File: src/rtl/counting_element_gen_pkg.sv
// Shared constants and helpers for the counting element: lane encodings,
// lane decode and BCD digit validity.
package counter_pkg;

    localparam logic [1:0] RW_LSB  = 2'b01;
    localparam logic [1:0] RW_MSB  = 2'b10;
    localparam logic [1:0] RW_WORD = 2'b11;

    localparam int unsigned BYTE_W  = 8;
    localparam int unsigned DIGIT_W = 4;

    typedef enum logic [1:0] {
        LaneWord,
        LaneLsb,
        LaneMsb
    } lane_e;

    // RW = 00 behaves as a full-width access.
    function automatic lane_e rw_to_lane(input logic [1:0] rw);
        lane_e lane;
        case (rw)
            RW_LSB:  lane = LaneLsb;
            RW_MSB:  lane = LaneMsb;
            default: lane = LaneWord;
        endcase
        return lane;
    endfunction

    function automatic logic digit_invalid(input logic [DIGIT_W-1:0] d);
        return d > 4'd9;
    endfunction

endpackage

File: src/rtl/counting_element_gen_if.sv
// Mode, load, count and read-back signals of one counter channel.
// The mode/read logic is the master; the counting element is the slave.
interface counting_element_gen_if #(
    parameter int unsigned WIDTH = 16
);

    logic [WIDTH-1:0] initial_count;
    logic             load_new_count;
    logic             count_enable;
    logic             BCD;
    logic [1:0]       RW;
    logic             enableTwo;
    logic             auto_reload;
    logic             latch_cmd;
    logic             read_ack;

    logic [WIDTH-1:0] current_count;
    logic [WIDTH-1:0] latched_count;
    logic             latch_valid;
    logic             terminal_count;
    logic             zero_flag;
    logic             bcd_error;

    modport master (
        output initial_count, load_new_count, count_enable, BCD, RW, enableTwo,
        output auto_reload, latch_cmd, read_ack,
        input  current_count, latched_count, latch_valid, terminal_count,
        input  zero_flag, bcd_error
    );

    modport slave (
        input  initial_count, load_new_count, count_enable, BCD, RW, enableTwo,
        input  auto_reload, latch_cmd, read_ack,
        output current_count, latched_count, latch_valid, terminal_count,
        output zero_flag, bcd_error
    );

endinterface

File: src/rtl/counting_element_gen_bcd_decrement.sv
// Combinational BCD subtract of 1 or 2 through a per-digit borrow chain,
// wrapping modulo 10^DIGITS. Digits above 9 simply decrement as 4-bit binary.
module bcd_decrement
    import counter_pkg::*;
#(
    parameter int unsigned DIGITS = 4
) (
    input  logic [DIGITS*DIGIT_W-1:0] value_i,
    input  logic                      two_i,
    output logic [DIGITS*DIGIT_W-1:0] value_o
);

    logic [DIGITS-1:0] borrow;

    for (genvar i = 0; i < DIGITS; i++) begin : g_digit
        logic [DIGIT_W:0] sub;
        logic [DIGIT_W:0] diff;

        if (i == 0) begin : g_first
            assign sub = {{(DIGIT_W-1){1'b0}}, two_i, ~two_i};
        end else begin : g_chain
            assign sub = {{DIGIT_W{1'b0}}, borrow[i-1]};
        end

        assign diff      = {1'b0, value_i[i*DIGIT_W +: DIGIT_W]} - sub;
        assign borrow[i] = diff[DIGIT_W];
        // A negative digit result wraps to 10 + diff.
        assign value_o[i*DIGIT_W +: DIGIT_W] = diff[DIGIT_W]
                                             ? diff[DIGIT_W-1:0] + 4'd10
                                             : diff[DIGIT_W-1:0];
    end

    logic unused_borrow;
    assign unused_borrow = borrow[DIGITS-1];

endmodule

File: src/rtl/counting_element_gen.sv
// One counter channel: lane-selectable binary/BCD down-counter with step 1/2,
// auto-reload, terminal-count pulse and a handshaked read-back latch.
module counting_element_gen
    import counter_pkg::*;
#(
    parameter int unsigned WIDTH = 16
) (
    input logic                 CLK,
    input logic                 RST_N,
    counting_element_gen_if.slave bus
);

    localparam int unsigned Digits     = WIDTH / DIGIT_W;
    localparam int unsigned ByteDigits = BYTE_W / DIGIT_W;

    logic [WIDTH-1:0] count_q, count_d;
    logic [WIDTH-1:0] reload_q, reload_d;
    logic [WIDTH-1:0] latched_q, latched_d;
    logic             latch_valid_q, latch_valid_d;
    logic             tc_q, tc_d;
    logic             bcd_err_q, bcd_err_d;

    lane_e            lane;
    logic [1:0]       step;
    logic [BYTE_W-1:0] lo_bcd, hi_bcd, lo_new, hi_new;
    logic [WIDTH-1:0] word_bcd, word_new;
    logic [WIDTH-1:0] count_dec, count_reload, load_value;
    logic             cur_zero, dec_zero, reload_take, load_bad;

    function automatic logic lane_zero(input logic [WIDTH-1:0] v, input lane_e l);
        logic z;
        case (l)
            LaneLsb: z = (v[7:0] == '0);
            LaneMsb: z = (v[15:8] == '0);
            default: z = (v == '0);
        endcase
        return z;
    endfunction

    assign lane = rw_to_lane(bus.RW);
    assign step = bus.enableTwo ? 2'd2 : 2'd1;

    bcd_decrement #(.DIGITS(ByteDigits)) u_bcd_lo (
        .value_i (count_q[7:0]),
        .two_i   (bus.enableTwo),
        .value_o (lo_bcd)
    );

    bcd_decrement #(.DIGITS(ByteDigits)) u_bcd_hi (
        .value_i (count_q[15:8]),
        .two_i   (bus.enableTwo),
        .value_o (hi_bcd)
    );

    bcd_decrement #(.DIGITS(Digits)) u_bcd_word (
        .value_i (count_q),
        .two_i   (bus.enableTwo),
        .value_o (word_bcd)
    );

    assign lo_new   = bus.BCD ? lo_bcd   : count_q[7:0]  - BYTE_W'(step);
    assign hi_new   = bus.BCD ? hi_bcd   : count_q[15:8] - BYTE_W'(step);
    assign word_new = bus.BCD ? word_bcd : count_q       - WIDTH'(step);

    // Odd values lose their LSB in step-2 mode so the count stays even.
    assign load_value = {bus.initial_count[WIDTH-1:1],
                         bus.initial_count[0] & ~bus.enableTwo};

    // Only the selected lane moves; the rest of the count is carried through.
    always_comb begin
        count_dec    = count_q;
        count_reload = count_q;
        case (lane)
            LaneLsb: begin
                count_dec[7:0]    = lo_new;
                count_reload[7:0] = {reload_q[7:1], reload_q[0] & ~bus.enableTwo};
            end
            LaneMsb: begin
                count_dec[15:8]    = hi_new;
                count_reload[15:8] = {reload_q[15:9], reload_q[8] & ~bus.enableTwo};
            end
            default: begin
                count_dec    = word_new;
                count_reload = {reload_q[WIDTH-1:1], reload_q[0] & ~bus.enableTwo};
            end
        endcase
    end

    always_comb begin
        load_bad = 1'b0;
        for (int i = 0; i < int'(Digits); i++) begin
            load_bad |= digit_invalid(bus.initial_count[i*DIGIT_W +: DIGIT_W]);
        end
    end

    assign cur_zero    = lane_zero(count_q, lane);
    assign dec_zero    = lane_zero(count_dec, lane);
    assign reload_take = bus.auto_reload & cur_zero;

    always_comb begin
        count_d   = count_q;
        reload_d  = reload_q;
        tc_d      = 1'b0;
        bcd_err_d = bcd_err_q;
        if (bus.load_new_count) begin
            count_d   = load_value;
            reload_d  = bus.initial_count;
            bcd_err_d = bus.BCD & load_bad;
        end else if (bus.count_enable) begin
            count_d = reload_take ? count_reload : count_dec;
            tc_d    = ~reload_take & dec_zero;
        end
    end

    // Capture uses the pre-edge count; an acknowledge frees the latch and
    // masks a same-edge capture request.
    always_comb begin
        latched_d     = latched_q;
        latch_valid_d = latch_valid_q;
        if (latch_valid_q) begin
            if (bus.read_ack) begin
                latch_valid_d = 1'b0;
            end
        end else if (bus.latch_cmd) begin
            latched_d     = count_q;
            latch_valid_d = 1'b1;
        end
    end

    always_ff @(posedge CLK or negedge RST_N) begin
        if (!RST_N) begin
            count_q       <= '0;
            reload_q      <= '0;
            latched_q     <= '0;
            latch_valid_q <= 1'b0;
            tc_q          <= 1'b0;
            bcd_err_q     <= 1'b0;
        end else begin
            count_q       <= count_d;
            reload_q      <= reload_d;
            latched_q     <= latched_d;
            latch_valid_q <= latch_valid_d;
            tc_q          <= tc_d;
            bcd_err_q     <= bcd_err_d;
        end
    end

    assign bus.current_count  = count_q;
    assign bus.latched_count  = latched_q;
    assign bus.latch_valid    = latch_valid_q;
    assign bus.terminal_count = tc_q;
    assign bus.zero_flag      = cur_zero;
    assign bus.bcd_error      = bcd_err_q;

endmodule

File: src/flat_wrapper.sv
// flat-port wrapper written by rule: the top's interface ports become plain ports
module counting_element_gen_flat import counter_pkg::*;
#(
    parameter int unsigned WIDTH = 16
)
  (CLK, RST_N, bus_initial_count, bus_load_new_count, bus_count_enable, bus_BCD, bus_RW, bus_enableTwo, bus_auto_reload, bus_latch_cmd, bus_read_ack, bus_current_count, bus_latched_count, bus_latch_valid, bus_terminal_count, bus_zero_flag, bus_bcd_error);
  counting_element_gen_if #(.WIDTH(WIDTH)) bus_i ();
  input logic CLK;
  input logic RST_N;
  input wire logic [$bits(bus_i.initial_count)-1:0] bus_initial_count;
  input wire logic [$bits(bus_i.load_new_count)-1:0] bus_load_new_count;
  input wire logic [$bits(bus_i.count_enable)-1:0] bus_count_enable;
  input wire logic [$bits(bus_i.BCD)-1:0] bus_BCD;
  input wire logic [$bits(bus_i.RW)-1:0] bus_RW;
  input wire logic [$bits(bus_i.enableTwo)-1:0] bus_enableTwo;
  input wire logic [$bits(bus_i.auto_reload)-1:0] bus_auto_reload;
  input wire logic [$bits(bus_i.latch_cmd)-1:0] bus_latch_cmd;
  input wire logic [$bits(bus_i.read_ack)-1:0] bus_read_ack;
  output wire logic [$bits(bus_i.current_count)-1:0] bus_current_count;
  output wire logic [$bits(bus_i.latched_count)-1:0] bus_latched_count;
  output wire logic [$bits(bus_i.latch_valid)-1:0] bus_latch_valid;
  output wire logic [$bits(bus_i.terminal_count)-1:0] bus_terminal_count;
  output wire logic [$bits(bus_i.zero_flag)-1:0] bus_zero_flag;
  output wire logic [$bits(bus_i.bcd_error)-1:0] bus_bcd_error;
  assign bus_i.initial_count = bus_initial_count;
  assign bus_i.load_new_count = bus_load_new_count;
  assign bus_i.count_enable = bus_count_enable;
  assign bus_i.BCD = bus_BCD;
  assign bus_i.RW = bus_RW;
  assign bus_i.enableTwo = bus_enableTwo;
  assign bus_i.auto_reload = bus_auto_reload;
  assign bus_i.latch_cmd = bus_latch_cmd;
  assign bus_i.read_ack = bus_read_ack;
  assign bus_current_count = bus_i.current_count;
  assign bus_latched_count = bus_i.latched_count;
  assign bus_latch_valid = bus_i.latch_valid;
  assign bus_terminal_count = bus_i.terminal_count;
  assign bus_zero_flag = bus_i.zero_flag;
  assign bus_bcd_error = bus_i.bcd_error;
  counting_element_gen #(.WIDTH(WIDTH)) u_core (.CLK(CLK), .RST_N(RST_N), .bus(bus_i));
endmodule
File: config.mk
export PLATFORM = sky130hd
export DESIGN_NAME = counting_element_gen_flat
export DESIGN_NICKNAME = d
export VERILOG_FILES = /design/src/rtl/counting_element_gen_pkg.sv /design/src/rtl/counting_element_gen_if.sv /design/src/rtl/counting_element_gen_bcd_decrement.sv /design/src/rtl/counting_element_gen.sv /design/src/flat_wrapper.sv
export SDC_FILE = /design/constraint.sdc
export NUM_CORES = 1
export LEC_CHECK = 0
export BUFFER_PORTS_ARGS = -buffer_cell sky130_fd_sc_hd__buf_2
export CORE_AREA = 2 2 85 87
export DETAILED_ROUTE_END_ITERATION = 10
export DIE_AREA = 0 0 87 89
export GPL_ROUTABILITY_DRIVEN = 0
export GPL_TIMING_DRIVEN = 0
export PLACE_DENSITY = 0.89
export SYNTH_ARGS = -nofsm -noshare
export SYNTH_HDL_FRONTEND = slang
export SYNTH_SLANG_ARGS = --single-unit
File: constraint.sdc
create_clock -name CLK -period 5.8 [get_ports CLK]
set_input_delay 0.29 -clock CLK [delete_from_list [all_inputs] [get_ports CLK]]
set_output_delay 0.29 -clock CLK [all_outputs]
set_load 0.02 [all_outputs]
==> results of run 1 <==
cell usage in the layout, fill, tap and decap left out, types with 3 or more instances in the layout:
cell type  Yosys  layout
buf_2          3      64
nand2_1       52      52
dfrtp_1       51      51
nor2_1        40      40
inv_1         31      31
o21ai_0       31      31
a21oi_1       25      25
clkbuf_1      22      22
ha_1          20      20
mux2_2        19      19
xnor2_1       12      12
nor3_1        12      11
nand2b_1      10      10
o211ai_1       8       8
a211oi_1       8       8
nand3_1        7       7
xor2_1         6       6
nor4_1         6       6
a31oi_1        6       6
o21a_1         6       6
nor2b_1        5       5
clkbuf_8       0       5
nand4_1        4       4
and2_1         4       4
or3_1          3       3
o311ai_0       4       3
a22oi_1        3       3
nand3b_1       3       3
a221oi_1       3       3
o221ai_1       3       3
mux2i_1        3       3
critical path, stage by stage, from the launching register on:
cell,delay [ns]
dfrtp_1,0.42
inv_1,0.16
ha_1,0.20
inv_1,0.06
fa_1,0.48
nor3_2,0.28
ha_1,0.23
ha_1,0.18
nand2b_1,0.10
nor2_1,0.25
ha_1,0.25
ha_1,0.19
inv_1,0.10
nor2_1,0.27
ha_1,0.26
nor2b_1,0.21
xnor2_1,0.15
ha_1,0.17
nand2b_1,0.06
mux2i_1,0.13
o32ai_1,0.10
o311ai_1,0.48
nor2_1,0.13
nand3_1,0.13
o31ai_1,0.09
a22o_1,0.28
cells in the mapped netlist (3+ instances only):
master    count
a31oi_1       6
nand3_1       7
nand2b_1     10
nand2_1      52
nor3_1       12
nor4_1        6
a221oi_1      3
o311ai_0      4
dfrtp_1      51
nor2b_1       5
or3_1         3
nor2_1       40
clkbuf_1     22
buf_2         3
mux2_2       19
xor2_1        6
xnor2_1      12
o21ai_0      31
a22oi_1       3
mux2i_1       3
o211ai_1      8
a21oi_1      25
o21a_1        6
a211oi_1      8
inv_1        31
and2_1        4
ha_1         20
nand4_1       4
nand3b_1      3
o221ai_1      3
cell families after synthesis:
logic type | after synthesis | synth area share (%)
AND/OR/NAND/NOR | 162 | 21.1
AO/OA/AOI/OAI | 122 | 21.3
buffers and inverters | 60 | 6.21
flip-flops | 51 | 33.4
multiplexers | 22 | 6.38
adder cells (fa/ha/maj) | 22 | 7.59
XOR/XNOR | 18 | 4.12
through the flow:
step                std cells  setup WS, ns  utilization (%)  area [µm²]
finish                    606         0.324             64.5        4330
global route              606        0.0580             64.5        4330
CTS                       606         0.178             64.4        4330
detailed placement        598        0.0179             63.0        4230
global placement          598         0.301             63.0        4230
floorplan                 457          1.28                -        3830
layout make-up:
type / instances / area (µm²)
Buffer: 28 / 118
Clock buffer: 5 / 68.8
Clock inverter: 3 / 27.5
Fill cell: 573 / 2390
Inverter: 32 / 120
Multi-Input combinational cell: 346 / 2320
Sequential cell: 51 / 1280
Tap cell: 80 / 100
Timing Repair Buffer: 61 / 305
routing by layer:
metal	vias to the layer above	GRT usage, %	wire, µm
li1	1782	-	-
met1	1843	37.3	4400
met2	265	50.0	5190
met3	43	4.06	1120
met4	0	13.9	421
met5	-	0	0
how the worst max path moves through the flow:
stage,from,to,slack [ns],depth (start not counted)
detailed placement,bus_enableTwo,u_core.bus.terminal_count$_DFF_PN0_,0.02,26
global route,u_core.bus.current_count[0]$_DFFE_PN0P_,u_core.bus.terminal_count$_DFF_PN0_,0.06,25
global placement,bus_enableTwo,u_core.bus.terminal_count$_DFF_PN0_,0.30,26
CTS,u_core.bus.current_count[0]$_DFFE_PN0P_,u_core.bus.terminal_count$_DFF_PN0_,0.18,25
floorplan,u_core.bus.current_count[0]$_DFFE_PN0P_,u_core.bus.terminal_count$_DFF_PN0_,1.28,25
finish,u_core.bus.current_count[0]$_DFFE_PN0P_,u_core.bus.terminal_count$_DFF_PN0_,0.32,25
state kept, by name, indices dropped and copies added (netlist names):
register and count:
u_core.bus.latch_valid 1, u_core.bus.current_count 16, u_core.bus.bcd_error 1, u_core.bus.terminal_count 1, u_core.reload_q 16, u_core.bus.latched_count 16
timing repair:
item,CTS,global route
endpoints found under the hold margin,0,0
setup endpoints to repair,0,2
gates resized for setup,0,2
setup buffers,0,0
power by group through the flow:
stage	combinational (mW)	sequential, mW	clock (mW)
2_1_floorplan	0.272	0.525	0
3_3_place_gp	0.462	0.469	0
3_5_place_dp	0.484	0.473	0
4_1_cts	0.488	0.466	0.227
5_1_grt	0.540	0.474	0.240
6_report	0.496	0.468	0.228
==> results.md, run 1 <==
* Post-DP HPWL at 8.51 mm
* Die H at 89 µm
* Slew headroom at 25.7%
* Final setup viols at 0
* Final Hold Vio Count at 0
* Skew final at 0.00547 ns
* Gate power share at 41.6%
* RSZ-0062 raised after global routing: false
* Final period util at 94.4%
* Switching Fraction at 42.1%
* Hold endpoint: u_core.bus.latch_valid$_DFF_PN0_
* Crit start category: flip-flop
* Core Region at 6720 µm²
* Clock Latency Late Sink at 0.32 ns
* Hold Crit Depth at 2
* GRT overflow at 0
* Yosys cell types at 65
* # diodes at 0
* Vias in the first global route at 3,774
* Drt first pass iters at 6
* IO Port Bufs at 61
* CP Class: reg -> reg
* Asr flop ratio synth at 100%
* FF-to-FF Start: u_core.bus.current_count[0]$_DFFE_PN0P_
* Primary FF master, synth: dfrtp_1
* Hold_ws at 0.147 ns
* Cell taking the most area after synthesis: dfrtp_1
* Pwr/cell area at 275 nW/µm²
* H-tree Lvls at 2
* HP Class: in -> reg
* Post-synth EDFFs at 0
* Top Ports at 63
* Worst vdd ir at 0.000128 V
* Top cell type's share of synthesized area at 33.4%
* Area growth syn-to-layout at 13.2%
* Nets at 574
* Avg Inst Size Synth at 8.37 µm²
* Maxcap violations at 0
* Final WL at 11.1 mm
* Total die area at 7740 µm²
* Status: finished clean
* Wire length of the first global-routing pass at 17.9 mm
* Area of the mapped netlist at 3830 µm²
* R2r worst-path depth at 25
* Final min period at 5.48 ns
* Clock sink count at 51
* Cells after Synth at 457
* Post-synthesis sequential area ratio at 33.4%
* FF-to-FF End: u_core.bus.terminal_count$_DFF_PN0_
* Mapped Nets at 506
* Critical path capture point type: flip-flop
* Drt drc at 0
* Hold buffers post-CTS at 0
* Worst path required time at 6.01 ns
* Vias/cell at 6.49
* Count of pins over their slew limit at 0
* Hold Crit Start: bus_read_ack
* Actual slew at the worst max-slew pin at 1.11 ns
* Share of cells above drive strength 1 at 19.6%
* Worst endpoint data arrival time at 5.68 ns
* Max Clock Freq at 0.183 GHz
* WL/cell at 18.4 µm
* Initial DRC count at 546
* Initial Util at 56.9%
* YS warnings at 0
* Post-route antenna net violation count at 0
* CTS clock-pin slew for the worst setup and hold paths at 0.11 ns
* P_int at 0.690 mW
* Largest net degree at the start of global routing at 52
* TritonCTS clock tree: built
* Initial antenna violation count at 0
* Design Power at 1.19 mW
* Max FO, Critical Path at 6
* Total CTS buffers at 5
* Synth top area cells: dfrtp_1 (33%), ha_1 (6.5%), mux2_2 (5.6%)
* Clock power frac at 19.1%
* Overall Global Routing Usage at 29.5%
* Net Sw Power at 0.501 mW
* Row Count at 30
* Synthesized flop and latch total at 51
* Vias at 3,933
* Pleak at 1.93 nW
* Final TNS setup at 0 ns
* Clk Tree Root Cell: clkbuf_8
* R2R Setup Slk at 0.32 ns
* Die outline width at 87 µm
* Clock tree buffer depth at 2
* Register share of total power at 39.3%
Note: power is estimated with default switching activity, not from simulation.
==> run 2: changes to the inputs <==
--- a/config.mk
+++ b/config.mk
@@ -6,12 +6,12 @@
 export NUM_CORES = 1
 export LEC_CHECK = 0
 export BUFFER_PORTS_ARGS = -buffer_cell sky130_fd_sc_hd__buf_2
-export CORE_AREA = 2 2 85 87
+export CORE_AREA = 2 2 96 98
 export DETAILED_ROUTE_END_ITERATION = 10
-export DIE_AREA = 0 0 87 89
+export DIE_AREA = 0 0 98 100
 export GPL_ROUTABILITY_DRIVEN = 0
 export GPL_TIMING_DRIVEN = 0
-export PLACE_DENSITY = 0.89
+export PLACE_DENSITY = 0.74
 export SYNTH_ARGS = -nofsm -noshare
 export SYNTH_HDL_FRONTEND = slang
 export SYNTH_SLANG_ARGS = --single-unit
==> run 2 against run 1 <==
Compared with the run above: clock skew rose by 0.0075 ns; largest cell class unchanged; combinational power is 1% lower; power fell by 1.5%; setup slack improved by 0.21 ns.
==> results.md, run 2 (same netlist as run 1, synthesis figures left out) <==
* Drt first pass iters at 5 (was 6)
* WL/cell at 17.6 µm (was 18.4 µm)
* Total die area at 9800 µm² (was 7740 µm²)
* Register share of total power at 39.9% (was 39.3%)
* # diodes at 0 (unchanged)
* Multi-input logic area at 2310 µm² (was 2320 µm²)
* Row Count at 35 (was 30)
* FF-to-FF Start: u_core.bus.current_count[0]$_DFFE_PN0P_ (unchanged)
* CTS clock-pin slew for the worst setup and hold paths at 0.11 ns (about the same)
* Pleak at 1.92 nW (was 1.93 nW)
* Worst path required time at 6.00 ns (was 6.01 ns)
* Final WL at 11.2 mm (was 11.1 mm)
* Top Ports at 63 (unchanged)
* Clock sink count at 51 (unchanged)
* Metal-1 WL at 4.90 mm (was 4.40 mm)
* Crit path max-delay cell type: fa_1 (unchanged)
* Largest net degree at the start of global routing at 52 (unchanged)
* Actual slew at the worst max-slew pin at 1.14 ns (was 1.11 ns)
* Buf/Inv on CP at 3 (unchanged)
* Initial Util at 43.0% (was 56.9%)
* Hold_ws at 0.162 ns (was 0.147 ns)
* Routed wire length on met2 at 5.06 mm (was 5.19 mm)
* Area growth syn-to-layout at 13.9% (was 13.2%)
* Initial antenna violation count at 0 (unchanged)
* Delay-heaviest family, CP: adder cells (unchanged)
* Final TNS setup at 0 ns (unchanged)
* Count of pins over their slew limit at 0 (unchanged)
* Skew final at 0.0130 ns (was 0.00547 ns)
* Top Metal Used: met4 (unchanged)
* Final period util at 90.8% (was 94.4%)
* Clock power frac at 18.3% (was 19.1%)
* Clock tree buffer depth at 2 (unchanged)
* Overall Global Routing Usage at 23.1% (was 29.5%)
* Core Region at 8890 µm² (was 6720 µm²)
* Vias in the first global route at 3,696 (was 3,774)
* Worst slack, placed at 0.249 ns (was 0.0179 ns)
* Pwr/cell area at 269 nW/µm² (was 275 nW/µm²)
* Worst vdd ir at 0.000113 V (was 0.000128 V)
* Drt drc at 0 (unchanged)
* Total CTS buffers at 5 (unchanged)
* CP most frequent cell: ha_1 (unchanged)
* H-tree Lvls at 2 (unchanged)
* Vias at 3,817 (was 3,933)
* Share of cells above drive strength 1 at 19.2% (was 19.6%)
* Placed Area at 4270 µm² (was 4230 µm²)
* Die outline width at 98 µm (was 87 µm)
* Finished Cell Area at 4360 µm² (was 4330 µm²)
* Design Power at 1.17 mW (was 1.19 mW)
* Switching Fraction at 41.5% (was 42.1%)
* Maxcap violations at 0 (unchanged)
* P_int at 0.688 mW (was 0.690 mW)
* GRT overflow at 0 (unchanged)
* Initial DRC count at 448 (was 546)
* TritonCTS clock tree: built (unchanged)
* HP Class: in -> reg (unchanged)
* Max Clock Freq at 0.190 GHz (was 0.183 GHz)
* Net Sw Power at 0.487 mW (was 0.501 mW)
* Register area at 1280 µm² (unchanged)
* Commonest non-fill, non-tap cell in the layout: buf_2 (unchanged)
* Clock Latency Late Sink at 0.31 ns (was 0.32 ns)
* Final Hold Vio Count at 0 (unchanged)
* CP Class: reg -> reg (unchanged)
* Vias/cell at 5.99 (was 6.49)
* Final min period at 5.27 ns (was 5.48 ns)
* RSZ-0062 raised after global routing: false (unchanged)
* Wire length of the first global-routing pass at 18.3 mm (was 17.9 mm)
* Post-DP HPWL at 8.53 mm (was 8.51 mm)
* Most frequent cells in the layout: buf_2 (64), nand2_1 (52), dfrtp_1 (51) (unchanged)
* Final setup viols at 0 (unchanged)
* Clk Tree Root Cell: clkbuf_8 (unchanged)
* CP startpoint: u_core.bus.current_count[0]$_DFFE_PN0P_ (unchanged)
* Gate power share at 41.8% (was 41.6%)
* Post-route antenna net violation count at 0 (unchanged)
* Post CTS Setup Buffer Count at 0 (unchanged)
* Critical path capture point type: flip-flop (unchanged)
* Worst endpoint data arrival time at 5.47 ns (was 5.68 ns)
* Crit path largest cell delay at 0.47 ns (was 0.48 ns)
* Met3 wire len at 885 µm (was 1.12 mm)
* Crit start category: flip-flop (unchanged)
* Status: finished clean (unchanged)
* IO Port Bufs at 61 (unchanged)
* Die H at 100 µm (was 89 µm)
* Worst setup margin at 0.533 ns (was 0.324 ns)
* Nets at 574 (unchanged)
* Hold Crit Start: bus_read_ack (unchanged)
* Number of fill cells at 888 (was 573)
* Max FO, Critical Path at 6 (unchanged)
* Slew headroom at 23.7% (was 25.7%)
[run 2: cell count changes in the layout (fill, tap and decap cells not counted), sizes merged]
cell,previous run,this run
inv,33,32
clkbuf,28,29
[run 2: worst paths after layout]
check                           cells after the start                                  endpoint  slack (ns)
min in group asynchronous                           1   u_core.bus.latched_count[0]$_DFFE_PN0P_        0.20
worst min register to register                      2  u_core.bus.latched_count[15]$_DFFE_PN0P_        0.48
worst min-delay path                                2          u_core.bus.latch_valid$_DFF_PN0_        0.16
worst max-delay path                               25       u_core.bus.terminal_count$_DFF_PN0_        0.53
max in group asynchronous                           1  u_core.bus.current_count[14]$_DFFE_PN0P_        4.89
worst max register to register                     25       u_core.bus.terminal_count$_DFF_PN0_        0.53
[run 2: power groups by stage]
stage | combinational, mW | clock (mW) | sequential (mW)
2_1_floorplan | 0.272 | 0 | 0.525
3_3_place_gp | 0.470 | 0 | 0.473
3_5_place_dp | 0.485 | 0 | 0.475
4_1_cts | 0.487 | 0.219 | 0.467
5_1_grt | 0.541 | 0.234 | 0.476
6_report | 0.491 | 0.215 | 0.468
[run 2: layout make-up]
class / instances / share of cell area [%]
tap: 111 / 3.19
sequential: 51 / 29.3
inverter: 32 / 2.76
clock buffer: 6 / 1.66
buffer: 28 / 2.70
clock inverter: 2 / 0.373
multi-input combinational: 346 / 53.0
timing repair buffer: 61 / 7.00
[run 2: through the flow]
step / util (%) / std cells
2_1_floorplan: - / 457
3_3_place_gp: 48.0 / 629
3_5_place_dp: 48.0 / 629
4_1_cts: 49.0 / 637
5_1_grt: 49.0 / 637
6_report: 49.0 / 637
[run 2: per-layer routing]
metal | up-vias | global-route usage, %
li1 | 1785 | -
met1 | 1779 | 31.2
met2 | 217 | 36.8
met3 | 36 | 4.11
met4 | 0 | 9.94
met5 | - | 0
[run 2: timing repair]
action                     in CTS  in global routing
hold buffers                    0                  0
setup endpoints to repair       0                  2
resized for setup               0                  1
==> run 3: changes to the inputs <==
==> constraint.sdc (replaced) <==
create_clock -name CLK -period 5.8 [get_ports CLK]
set_input_delay 0 -clock CLK [delete_from_list [all_inputs] [get_ports CLK]]
set_output_delay 0 -clock CLK [all_outputs]
set_load 0.02 [all_outputs]
==> run 3 against run 2 <==
Compared with the run above: non-clock buffer count grew 18; sequential share of layout area is 1.2 points lower; maximum frequency shrank 0.11%; setup slack lost 0.0059 ns; cell count up 2.8%; critical path type unchanged.
==> results.md, run 3 (same netlist as run 1, synthesis figures left out) <==
* Status: finished clean (unchanged)
* Overall Global Routing Usage at 23.4% (was 23.1%)
* Final setup viols at 0 (unchanged)
* Critical path capture point type: flip-flop (unchanged)
* Die outline width at 98 µm (unchanged)
* Worst vdd ir at 0.000113 V (about the same)
* Slew headroom at 23.1% (was 23.7%)
* Pwr/cell area at 261 nW/µm² (was 269 nW/µm²)
* Initial antenna violation count at 0 (unchanged)
* CTS clock-pin slew for the worst setup and hold paths at 0.11 ns (about the same)
* IO Port Bufs at 61 (unchanged)
* Most frequent cells in the layout: buf_2 (64), nand2_1 (52), dfrtp_1 (51) (unchanged)
* R2r worst-path depth at 25 (unchanged)
* Wire length of the first global-routing pass at 18.5 mm (was 18.3 mm)
* Crit start category: flip-flop (unchanged)
* Delay-heaviest family, CP: adder cells (unchanged)
* Hold Crit Depth at 3 (was 2)
* GRT overflow at 0 (unchanged)
* Share of cells above drive strength 1 at 18.6% (was 19.2%)
* # diodes at 0 (unchanged)
* Area growth syn-to-layout at 18.6% (was 13.9%)
* Total die area at 9800 µm² (unchanged)
* Maxcap violations at 0 (unchanged)
* Worst setup margin at 0.527 ns (was 0.533 ns)
* Crit path largest cell delay at 0.47 ns (about the same)
* Buf/Inv on CP at 3 (unchanged)
* Clock tree buffer depth at 2 (unchanged)
* Actual slew at the worst max-slew pin at 1.15 ns (was 1.14 ns)
* Worst endpoint data arrival time at 5.48 ns (was 5.47 ns)
* RSZ-0062 raised after global routing: false (unchanged)
* FF-to-FF Start: u_core.bus.current_count[0]$_DFFE_PN0P_ (unchanged)
* Placed Cells incl. Taps at 629 (unchanged)
* Skew final at 0.0122 ns (was 0.0130 ns)
* Max Clock Freq at 0.190 GHz (about the same)
* Commonest non-fill, non-tap cell in the layout: buf_2 (unchanged)
* Vias/cell at 5.97 (was 5.99)
* Largest net degree at the start of global routing at 52 (unchanged)
* Initial Util at 43.0% (unchanged)
* Hold Crit Start: bus_count_enable (was bus_read_ack)
* Final Hold Vio Count at 0 (unchanged)
* FF-to-FF End: u_core.bus.terminal_count$_DFF_PN0_ (unchanged)
* Max FO, Critical Path at 6 (unchanged)
* Vias at 3,910 (was 3,817)
* Final min period at 5.27 ns (about the same)
* Final Util at 51.1% (was 49.0%)
* Clock sink count at 51 (unchanged)
* Vias in the first global route at 3,777 (was 3,696)
* Count of pins over their slew limit at 0 (unchanged)
* Post-route antenna net violation count at 0 (unchanged)
* Row Count at 35 (unchanged)
* H-tree Lvls at 2 (unchanged)
* Final WL at 11.3 mm (was 11.2 mm)
* Total CTS buffers at 5 (unchanged)
* Post-DP HPWL at 8.53 mm (unchanged)
* HP Class: in -> reg (unchanged)
* CP Class: reg -> reg (unchanged)
* CP most frequent cell: ha_1 (unchanged)
* R2R Setup Slk at 0.53 ns (about the same)
* Pleak at 2.00 nW (was 1.92 nW)
* Top Ports at 63 (unchanged)
* Finished Layout Cells at 655 (was 637)
* TritonCTS clock tree: built (unchanged)
* Initial DRC count at 360 (was 448)
* Post CTS Setup Buffer Count at 0 (unchanged)
* Core Region at 8890 µm² (unchanged)
* Nets at 592 (was 574)
* Clk Tree Root Cell: clkbuf_8 (unchanged)
* Final TNS setup at 0 ns (unchanged)
* Clock Latency Late Sink at 0.31 ns (about the same)
* Crit path max-delay cell type: fa_1 (unchanged)
* Drt drc at 0 (unchanged)
* Design Power at 1.18 mW (was 1.17 mW)
* Worst path required time at 6.00 ns (about the same)
* Drt first pass iters at 5 (unchanged)
* WL/cell at 17.3 µm (was 17.6 µm)
* Final period util at 90.9% (was 90.8%)
* Hold endpoint: u_core.bus.current_count[0]$_DFFE_PN0P_ (was u_core.bus.latch_valid$_DFF_PN0_)
* Worst slack, placed at 0.485 ns (was 0.249 ns)
* Die H at 100 µm (unchanged)
-- run 3: cell count changes in the layout (fill, tap and decap cells not counted), sizes merged --
cell and change:
dlygate4sd3 +18
-- run 3: worst max path at each step --
stage	slack, ns	endpoint	depth (start not counted)	startpoint
3_3_place_gp	0.53	u_core.bus.terminal_count$_DFF_PN0_	25	u_core.bus.current_count[0]$_DFFE_PN0P_
5_1_grt	0.03	u_core.bus.terminal_count$_DFF_PN0_	25	u_core.bus.current_count[0]$_DFFE_PN0P_
6_report	0.53	u_core.bus.terminal_count$_DFF_PN0_	25	u_core.bus.current_count[0]$_DFFE_PN0P_
2_1_floorplan	1.28	u_core.bus.terminal_count$_DFF_PN0_	25	u_core.bus.current_count[0]$_DFFE_PN0P_
3_5_place_dp	0.49	u_core.bus.terminal_count$_DFF_PN0_	25	u_core.bus.current_count[0]$_DFFE_PN0P_
4_1_cts	0.40	u_core.bus.terminal_count$_DFF_PN0_	25	u_core.bus.current_count[0]$_DFFE_PN0P_
-- run 3: report_power, final --
group	switching, mW	internal, mW	total, mW
Clock	0.129	0.0871	0.216
Combinational	0.307	0.194	0.501
Sequential	0.0534	0.414	0.468
-- run 3: layout make-up --
type | count | area, µm²
clock inverters | 2 | 16.3
well taps | 111 | 139
multi-input cells | 346 | 2310
flip-flops and latches | 51 | 1280
inverters | 32 | 120
plain buffers | 28 | 118
fillers | 882 | 4350
repair buffers | 79 | 485
clock buffers | 6 | 72.6
-- run 3: per-layer routing --
metal  routed length [µm]  GRT usage (%)
met1                 4980           31.2
met2                 5200           37.7
met3                  816           4.04
met4                  324           9.94
met5                    0              0
-- run 3: tightest hold or removal path: cells and delay by family --
| kind | cells | cell delay, ns |
|---|---|---|
| AOI/OAI and AO/OA | 2 | 0.24 |
| buffers and inverters | 1 | 0.12 |
-- run 3: timing repair --
action | in CTS | in global routing
hold buffers | 18 | 0
endpoints found under the setup margin | 0 | 2
endpoints found under the hold margin | 76 | 0
gates resized for setup | 0 | 1
-- run 3: through the flow --
| stage | cell area (µm²) | hold WS (ns) |
|---|---|---|
| 5_1_grt | 4540 | 0.122 |
| 3_3_place_gp | 4270 | 0.186 |
| 4_1_cts | 4540 | 0.0719 |
| 3_5_place_dp | 4270 | 0.193 |
| 2_1_floorplan | 3830 | -0.296 |
| 6_report | 4540 | 0.0923 |
